### src/rtl/delay_sum_beamformer.sv
// Delay-and-sum beamformer for I2S microphone arrays: deserialises CH mics,
// delays each channel by a whole number of frames, sums and re-serialises the average.
module delay_sum_beamformer #(
  parameter int NUM_LINES   = 2,
  parameter int SAMPLE_BITS = 16,
  parameter int HALF_FRAME  = 32,
  parameter int DEPTH       = 16
) (
  input  logic                                           clk,
  input  logic                                           reset,
  input  logic [NUM_LINES-1:0]                           sd_in,
  output logic                                           ws,
  input  logic                                           cfg_we,
  input  logic [$clog2(2*NUM_LINES)-1:0]                 cfg_addr,
  input  logic [$clog2(DEPTH)-1:0]                       cfg_delay,
  input  logic                                           cfg_en,
  output logic [SAMPLE_BITS+$clog2(2*NUM_LINES)-1:0]     sum_out,
  output logic                                           sum_valid,
  output logic                                           sout
);

  localparam int CH    = 2 * NUM_LINES;
  localparam int CH_W  = $clog2(CH);
  localparam int DW    = $clog2(DEPTH);
  localparam int SUM_W = SAMPLE_BITS + CH_W;
  localparam int FRAME = 2 * HALF_FRAME;
  localparam int CNT_W = $clog2(FRAME);

  localparam logic [CNT_W-1:0] LAST_C     = CNT_W'(FRAME - 1);
  localparam logic [CNT_W-1:0] HALF_C     = CNT_W'(HALF_FRAME);
  localparam logic [CNT_W-1:0] SB_C       = CNT_W'(SAMPLE_BITS);
  localparam logic [CNT_W-1:0] RIGHT_LO_C = CNT_W'(HALF_FRAME + 1);
  localparam logic [CNT_W-1:0] RIGHT_HI_C = CNT_W'(HALF_FRAME + SAMPLE_BITS);

  logic [CNT_W-1:0]       cnt;
  logic                   frame_tick;
  logic                   tick_d;
  logic                   in_left;
  logic                   in_right;
  logic [CNT_W-1:0]       bit_k;
  logic                   tx_bit;

  logic [SAMPLE_BITS-1:0] left_sr     [NUM_LINES];
  logic [SAMPLE_BITS-1:0] right_sr    [NUM_LINES];
  logic [SAMPLE_BITS-1:0] done_sample [CH];
  logic [SAMPLE_BITS-1:0] dbuf        [CH][DEPTH];

  logic [DW-1:0]          shadow_delay [CH];
  logic [DW-1:0]          active_delay [CH];
  logic [CH-1:0]          shadow_en;
  logic [CH-1:0]          active_en;

  logic [SUM_W-1:0]       sum_next;
  logic [SAMPLE_BITS-1:0] tx_reg;
  logic [SAMPLE_BITS-1:0] tx_active;

  // Delays beyond the buffer read the oldest entry instead of wrapping.
  function automatic logic [DW-1:0] clamp_delay(input logic [DW-1:0] d);
    if (int'(d) > DEPTH - 1) return DW'(DEPTH - 1);
    return d;
  endfunction

  function automatic logic [SUM_W-1:0] sign_ext(input logic [SAMPLE_BITS-1:0] s);
    return {{CH_W{s[SAMPLE_BITS-1]}}, s};
  endfunction

  assign frame_tick = (cnt == LAST_C);
  assign ws         = (cnt >= HALF_C);
  assign in_left    = (cnt != '0) && (cnt <= SB_C);
  assign in_right   = (cnt >= RIGHT_LO_C) && (cnt <= RIGHT_HI_C);
  assign bit_k      = in_right ? (cnt - HALF_C) : cnt;

  always_comb begin
    for (int i = 0; i < NUM_LINES; i++) begin
      done_sample[2*i]   = left_sr[i];
      done_sample[2*i+1] = right_sr[i];
    end
  end

  // NOTE: every always_comb output gets a default first so no path can infer a latch.
  always_comb begin
    sum_next = '0;
    for (int c = 0; c < CH; c++) begin
      if (active_en[c]) sum_next = sum_next + sign_ext(dbuf[c][clamp_delay(active_delay[c])]);
    end
  end

  // Bit k of each half carries avg bit SAMPLE_BITS-k, MSB first.
  always_comb begin
    tx_bit = 1'b0;
    for (int b = 0; b < SAMPLE_BITS; b++) begin
      if (bit_k == CNT_W'(SAMPLE_BITS - b)) tx_bit = tx_active[b];
    end
  end

  assign sout = (in_left || in_right) && tx_bit;

  // NOTE: all state uses non-blocking assignments so every register samples pre-edge values.
  always_ff @(posedge clk) begin
    if (reset) begin
      cnt       <= '0;
      tick_d    <= 1'b0;
      sum_out   <= '0;
      sum_valid <= 1'b0;
      tx_reg    <= '0;
      tx_active <= '0;
      shadow_en <= '1;
      active_en <= '1;
      for (int i = 0; i < NUM_LINES; i++) begin
        left_sr[i]  <= '0;
        right_sr[i] <= '0;
      end
      // NOTE: the delay buffers are flops, not RAM, so clearing them on reset is intended.
      for (int c = 0; c < CH; c++) begin
        shadow_delay[c] <= '0;
        active_delay[c] <= '0;
        for (int d = 0; d < DEPTH; d++) dbuf[c][d] <= '0;
      end
    end else begin
      cnt    <= frame_tick ? '0 : cnt + CNT_W'(1);
      tick_d <= frame_tick;

      for (int i = 0; i < NUM_LINES; i++) begin
        if (in_left)  left_sr[i]  <= {left_sr[i][SAMPLE_BITS-2:0], sd_in[i]};
        if (in_right) right_sr[i] <= {right_sr[i][SAMPLE_BITS-2:0], sd_in[i]};
      end

      if (cfg_we) begin
        shadow_delay[cfg_addr] <= cfg_delay;
        shadow_en[cfg_addr]    <= cfg_en;
      end

      // Active config reads the old shadow, so a same-cycle write waits one frame.
      if (frame_tick) begin
        active_en <= shadow_en;
        tx_active <= tx_reg;
        for (int c = 0; c < CH; c++) begin
          active_delay[c] <= shadow_delay[c];
          dbuf[c][0]      <= done_sample[c];
          for (int d = 1; d < DEPTH; d++) dbuf[c][d] <= dbuf[c][d-1];
        end
      end

      sum_valid <= tick_d;
      if (tick_d) sum_out <= sum_next;

      // Arithmetic shift by CH_W then truncation is exactly the top SAMPLE_BITS bits.
      if (sum_valid) tx_reg <= sum_out[SUM_W-1:CH_W];
    end
  end

endmodule
### config.mk
export PLATFORM = sky130hd
export DESIGN_NAME = delay_sum_beamformer
export DESIGN_NICKNAME = d
export VERILOG_FILES = /design/src/rtl/delay_sum_beamformer.sv
export SDC_FILE = /design/constraint.sdc
export NUM_CORES = 2
export LEC_CHECK = 0
export CORE_MARGIN = 2
export CORE_UTILIZATION = 65
export DETAILED_ROUTE_END_ITERATION = 8
export GPL_TIMING_DRIVEN = 0
export PLACE_DENSITY = 0.91
export SLEW_MARGIN = 10
export SYNTH_ARGS = -nofsm -noshare
export SYNTH_HDL_FRONTEND = slang
export SYNTH_SLANG_ARGS = --single-unit
export TNS_END_PERCENT = 50
### constraint.sdc
create_clock -name clk -period 72.4 [get_ports clk]
set_clock_uncertainty 0.2 [all_clocks]
set_input_delay 14.48 -clock clk [delete_from_list [all_inputs] [get_ports clk]]
set_output_delay 14.48 -clock clk [all_outputs]
set_load 0.03 [all_outputs]
-- Word-level counts from Yosys, hierarchy flattened
Memories as Yosys holds them, arrays and structs flattened.
Index checks and enable logic that the tools add are counted.
- bits in writable memories: 1120
- memories: 5
- input port bits: 12
- output and inout bits: 21
- logic and storage cells: 254
- bits in registers: 66
- add/sub/neg operators: 5
- eq/ne operators: 17
- bitwise logic cells: 76
- multiplexer cells: 125
- $lt $le $gt $ge: 10
- reductions and logical operators: 8
- memory list (memory ; depth ; bits a word ; read ports ; clocked after Yosys merged registers in ; write ports ; RTL line ; text):
    dbuf ; 4 ; 256 ; 4 ; 0 ; 4 ; 46 ; logic [SAMPLE_BITS-1:0] dbuf [CH][DEPTH];
    left_sr ; 2 ; 16 ; 2 ; 0 ; 2 ; 43 ; logic [SAMPLE_BITS-1:0] left_sr [NUM_LINES];
    right_sr ; 2 ; 16 ; 2 ; 0 ; 2 ; 44 ; logic [SAMPLE_BITS-1:0] right_sr [NUM_LINES];
    active_delay ; 4 ; 4 ; 4 ; 0 ; 4 ; 49 ; logic [DW-1:0] active_delay [CH];
    shadow_delay ; 4 ; 4 ; 4 ; 0 ; 4 ; 48 ; logic [DW-1:0] shadow_delay [CH];
- operator list (cell ; count):
    16-bit two-way mux ; 76
    16-bit binary-select mux with 4-bit select ; 4
    18-bit two-way mux ; 4
    1-bit bitwise OR ; 72
    18-bit adder ; 3
    6-bit by 4-bit == test with 1-bit output, second input constant ; 8
    1-bit two-way mux ; 32
    6-bit by 3-bit == test with 1-bit output, second input constant ; 4
    5-bit >= comparator, second input constant ; 4
    4-bit two-way mux ; 5
    4-bit inverter with 5-bit output ; 4
    6-bit by 2-bit == test with 1-bit output, second input constant ; 2
    6-bit >= comparator, second input constant ; 2
    6-bit by 1-bit adder with 6-bit output, second input constant ; 1
    6-bit by 1-bit == test with 1-bit output, second input constant ; 1
    6-bit by 5-bit == test with 1-bit output, second input constant ; 1
    6-bit == test, second input constant ; 1
    6-bit by 5-bit less-or-equal comparator with 1-bit output, second input constant ; 1
    6-bit less-or-equal comparator, second input constant ; 1
    6-bit two-way mux ; 1
    6-bit nonzero test ; 1
    6-bit subtractor, second input constant ; 1
    4-bit bitwise mux ; 1
    1-bit logical AND ; 4
    other kinds (7) ; 7

-- Logic depth before layout (Yosys ltp)
- word-level depth: 21
- gate-level depth with buffers: 33
- mapped depth without buffers: 31

-- Worst setup path after synthesis
OpenSTA, ideal clock, no wires.
- kind: input to register
- from: input reset
- to: memory active_delay[0][0] in the netlist's numbering (enable)
- setup slack: 30.317 ns
- data arrival time: 33.937 ns
- buffers on the path: 1
- data required time: 64.254 ns
- library setup time: 7.946 ns
- stages on the path: 3
- cell sequence: clkbuf_1 nor2_1 clkinv_1
- RTL lines (item ; RTL line ; text):
    start: declaration ; 10 ; input logic reset,
    end: declaration ; 49 ;

-- Worst setup path in the final report
- from: register cnt[0]
- to: output sout
- cells in the longest elaborated chain, start to end: 21
- elaborated cells on any way between the ends: 42
- classes of those cells: 1 x add/sub; 3 x order compare; 16 x eq/ne; 17 x mux; 5 x reduce/logical
- RTL lines (item ; RTL line ; text):
    start: declaration ; 35 ; logic [CNT_W-1:0] cnt;
    start signal: assignment ; 120 ; cnt <= frame_tick ? '0 : cnt + CNT_W'(1);
    6-bit >= comparator / 6-bit less-or-equal comparator (equally long branches) ; 70 ; assign in_right = (cnt >= RIGHT_LO_C) && (cnt <= RIGHT_HI_C);
    1-bit logical AND ; 70 ;
    6-bit two-way mux ; 71 ; assign bit_k = in_right ? (cnt - HALF_C) : cnt;
    6-bit by 5-bit == test with 1-bit output ; 92 ; if (bit_k == CNT_W'(SAMPLE_BITS - b)) tx_bit = tx_active[b];
    1-bit two-way mux (16 in series) ; 92 ;
    1-bit logical AND (*) ; 96 ; assign sout = (in_left || in_right) && tx_bit;
    end: declaration ; 19 ; output logic sout
Every way passes the cells marked *; elsewhere a longest branch is shown, timed or not.

==> metrics.md <==
| Metric | Value |
|---|---|
| H-tree depth | `3` |
| Place WS | `53.94 ns` |
| Final slew viol count | `0` |
| Status | `finished, final reports clean` |
| Slew @ Worst Pin | `1.332 ns` |
| Peak VDD IR | `21.51 uV` |
| Reg clk slew, reported paths | `0.07 ns` |
| Commonest non-fill, non-tap cell in the layout | `edfxtp_1` |
| Post-synth EDFFs | `1,120` |
| Crit end category | `primary output` |
| # port buffers | `29` |
| Hold path startpoint | `shadow_en[0]` |
| Final Non-Filler Cells | `4,821` |
| Starting density of the core | `65.34%` |
| Max FFs per register | `1,024` |
| # setup viols final | `0` |
| Final WS setup | `53.21 ns` |
| Share of cells above drive strength 1 | `14.36%` |
| Synth top area share | `61.90%` |
| Num rows | `106` |
| Post-Syn Area per Cell | `15.60 um^2` |
| Synth cell types | `67` |
| Synth Register Bits | `1,186` |
| Worst setup SP type | `flop` |
| RSZ-0062 raised after global routing | `false` |
| Cell count after synthesis | `3,482` |
| Wire per inst | `27.09 um` |
| Worst skew pair latency | `0.69 ns` |
| Chip height | `293.1 um` |
| Vias in the first global route | `31,994` |
| Max Cap Violations | `0` |
| Pre-Repair DR Iteration Count | `6` |
| Worst slew margin | `10.86%` |
| Tot GR Track Use | `30.96%` |
| Nets | `3,712` |
| Final hold vios | `0` |
| Area delta synth->final | `10.47%` |
| Post-Syn Nets | `3,554` |
| Syn Std Cell Area | `0.05433 mm^2` |
| TritonCTS clock tree | `yes` |
| Crit-path max FO | `6` |
| Critical path's most frequent cell | `o22ai_1` |
| Critical path required time | `57.72 ns` |
| CTS Root Cell | `clkbuf_16` |
| Worst hold path depth | `1` |
| Total wire length | `130,600 um` |
| Detail Placement HPWL | `86,520 um` |
| Via count | `31,801` |
| Total die area | `0.08592 mm^2` |
| Seq/Total Area, Yosys | `64.33%` |
| Post-route DRC | `0` |
| Synth warn | `0` |
| CP max stage cell | `clkdlybuf4s50_1` |
| Most frequent cells in the layout | `1,120 x edfxtp_1, 1,119 x and2_1, 320 x mux4_2` |
| Number of instances in the placed design | `4,604` |
| Largest net degree at the start of global routing | `101` |
| Leading area contributor after synthesis | `edfxtp_1` |
| Setup Buffers After CTS | `0` |
| CTS Hold Bufs | `0` |
| First-pass GRT wire length | `197,500 um` |
| Critical path arrival | `4.51 ns` |
| Power per cell area | `25.89 mW/mm^2` |
| Setup slack, reg-to-reg | `63.45 ns` |
| Reg-to-reg critical path endpoint | `sum_out[17]` |
| Die width | `293.1 um` |
| Asr flop ratio synth | `0%` |
| Clock sinks | `1,186` |
| Placed Area | `0.05634 mm^2` |
| Ranking of synthesized cells by area | `edfxtp_1 62%, mux4_2 13%, and2_1 13%` |
| Final instance area | `0.06002 mm^2` |
| Largest regs | `dbuf: 1024 flops, left_sr: 32 flops, right_sr: 32 flops` |
| Top Ports | `33` |
| Clk buf depth | `3` |
| Crit share post-route | `26.50%` |
| Min-Delay Path Class | `flop to flop` |
| Largest stage delay, worst path | `0.81 ns` |
| Final ANT Viol Nets | `0` |
| WHS Endpoint | `active_en[0]` |
| DR iter-0 viols | `4,320` |
| Gpl congestion | `0.9084` |
| Worst-path cell chain | `inv_1 -> ha_1 -> nor4b_1 -> a211oi_1 -> nor2_1 -> o22ai_1 -> o21ai_0 -> or2_2 -> o211ai_1 -> a31oi_1 -> o22ai_1 -> clkdlybuf4s50_1` |
| Reg2Reg Depth | `31` |
| Grt ovf | `0` |
| CP Class | `flop to primary output` |
| Core Area | `0.08316 mm^2` |
| Post-cts resize count | `0` |
| Reg-to-reg startpoint | `active_delay[1][0]` |
| Via density | `6.596` |
| Min cycle time layout | `19.19 ns` |
| Setup TNS | `0 ns` |
| Initial antenna violation count | `7` |
| Top FF cell, synth | `edfxtp_1` |
| Leak Pwr | `0.02165 uW` |
| Biggest register | `dbuf` |
| Final core occ | `72.18%` |
| CTS Buf Count | `114` |
| F_max | `52.12 MHz` |
[where the power goes]
part	switching, uW	leakage [uW]	internal, uW
Clock	261	0.00179	329
Combinational	105	0.00775	71.6
Sequential	13.8	0.0121	773
[cell families after synthesis]
logic type,share of synthesized area [%]
mux,14.06
fa+ha+maj,1.423
xor+xnor,0.6125
simple gates,14.81
buf+inv,1.948
compound gates,2.805
flops,64.33
[per-layer routing]
layer	vias to the layer above	track usage [%]	part of all wire, %
met3	295	6.710	11
li1	13304	-	-
met2	2072	48.64	47
met4	4	12.02	4.0
met1	16126	43.16	38
met5	-	0	0.021
[synthesized netlist by cell type, types with 3 or more instances]
master,instances
edfxtp_1,1120
buf_1,24
nand2b_1,14
xnor2_1,22
a311oi_1,7
a21o_1,19
o22a_1,3
mux2_2,11
o21bai_1,5
a211oi_1,17
o211ai_1,11
and2_1,1119
dfxtp_1,66
nor2b_1,14
a21oi_1,49
buf_2,6
o22ai_1,3
o21a_1,12
o221ai_1,3
nor3_1,19
mux2i_1,31
o21ai_0,44
nor2_1,87
mux4_2,320
nand3b_1,4
nand3_1,16
a22o_1,14
xor2_1,16
a211o_1,3
clkbuf_1,189
inv_1,40
buf_6,6
a31oi_1,8
fa_1,3
or2_2,3
nand2_1,49
or3_1,9
ha_1,57
[through the flow]
| stage | hold slack, ns | total power (uW) |
|---|---|---|
| CTS | 0.2663 | 1551 |
| floorplan | 0.2244 | 944.8 |
| finish | 0.2692 | 1554 |
| detailed placement | 0.2562 | 968.7 |
| global placement | 0.2467 | 1000 |
| global route | 0.2776 | 1595 |
[layout make-up]
class | count | area (um^2)
diodes | 2 | 5.005
fillers | 4741 | 23130
inverters | 41 | 158.9
flip-flops and latches | 1186 | 34950
multi-input cells | 2029 | 18330
clock inverters | 76 | 654.4
clock buffers | 139 | 3020
repair buffers | 42 | 648.1
plain buffers | 226 | 905.9
well taps | 1080 | 1351
[critical path: cells and delay by family (launching register included)]
kind / cells / cell delay, ns
flip-flops: 1 / 0.42
buffers and inverters: 2 / 0.92
AO/OA/AOI/OAI: 6 / 1.67
adder cells (fa/ha/maj): 1 / 0.22
AND/OR/NAND/NOR: 3 / 0.57
[worst max-delay path by stage]
stage,to,cells past startpoint,slack [ns],from
CTS,sout,12,53.19,cnt[0]
global route,sout,12,53.08,cnt[0]
finish,sout,12,53.21,cnt[0]
detailed placement,sout,12,53.94,cnt[0]
floorplan,active_delay[0][0],3,30.32,reset
global placement,dbuf[1][199],3,19.83,reset
Note: power is estimated with default switching activity, not from simulation.
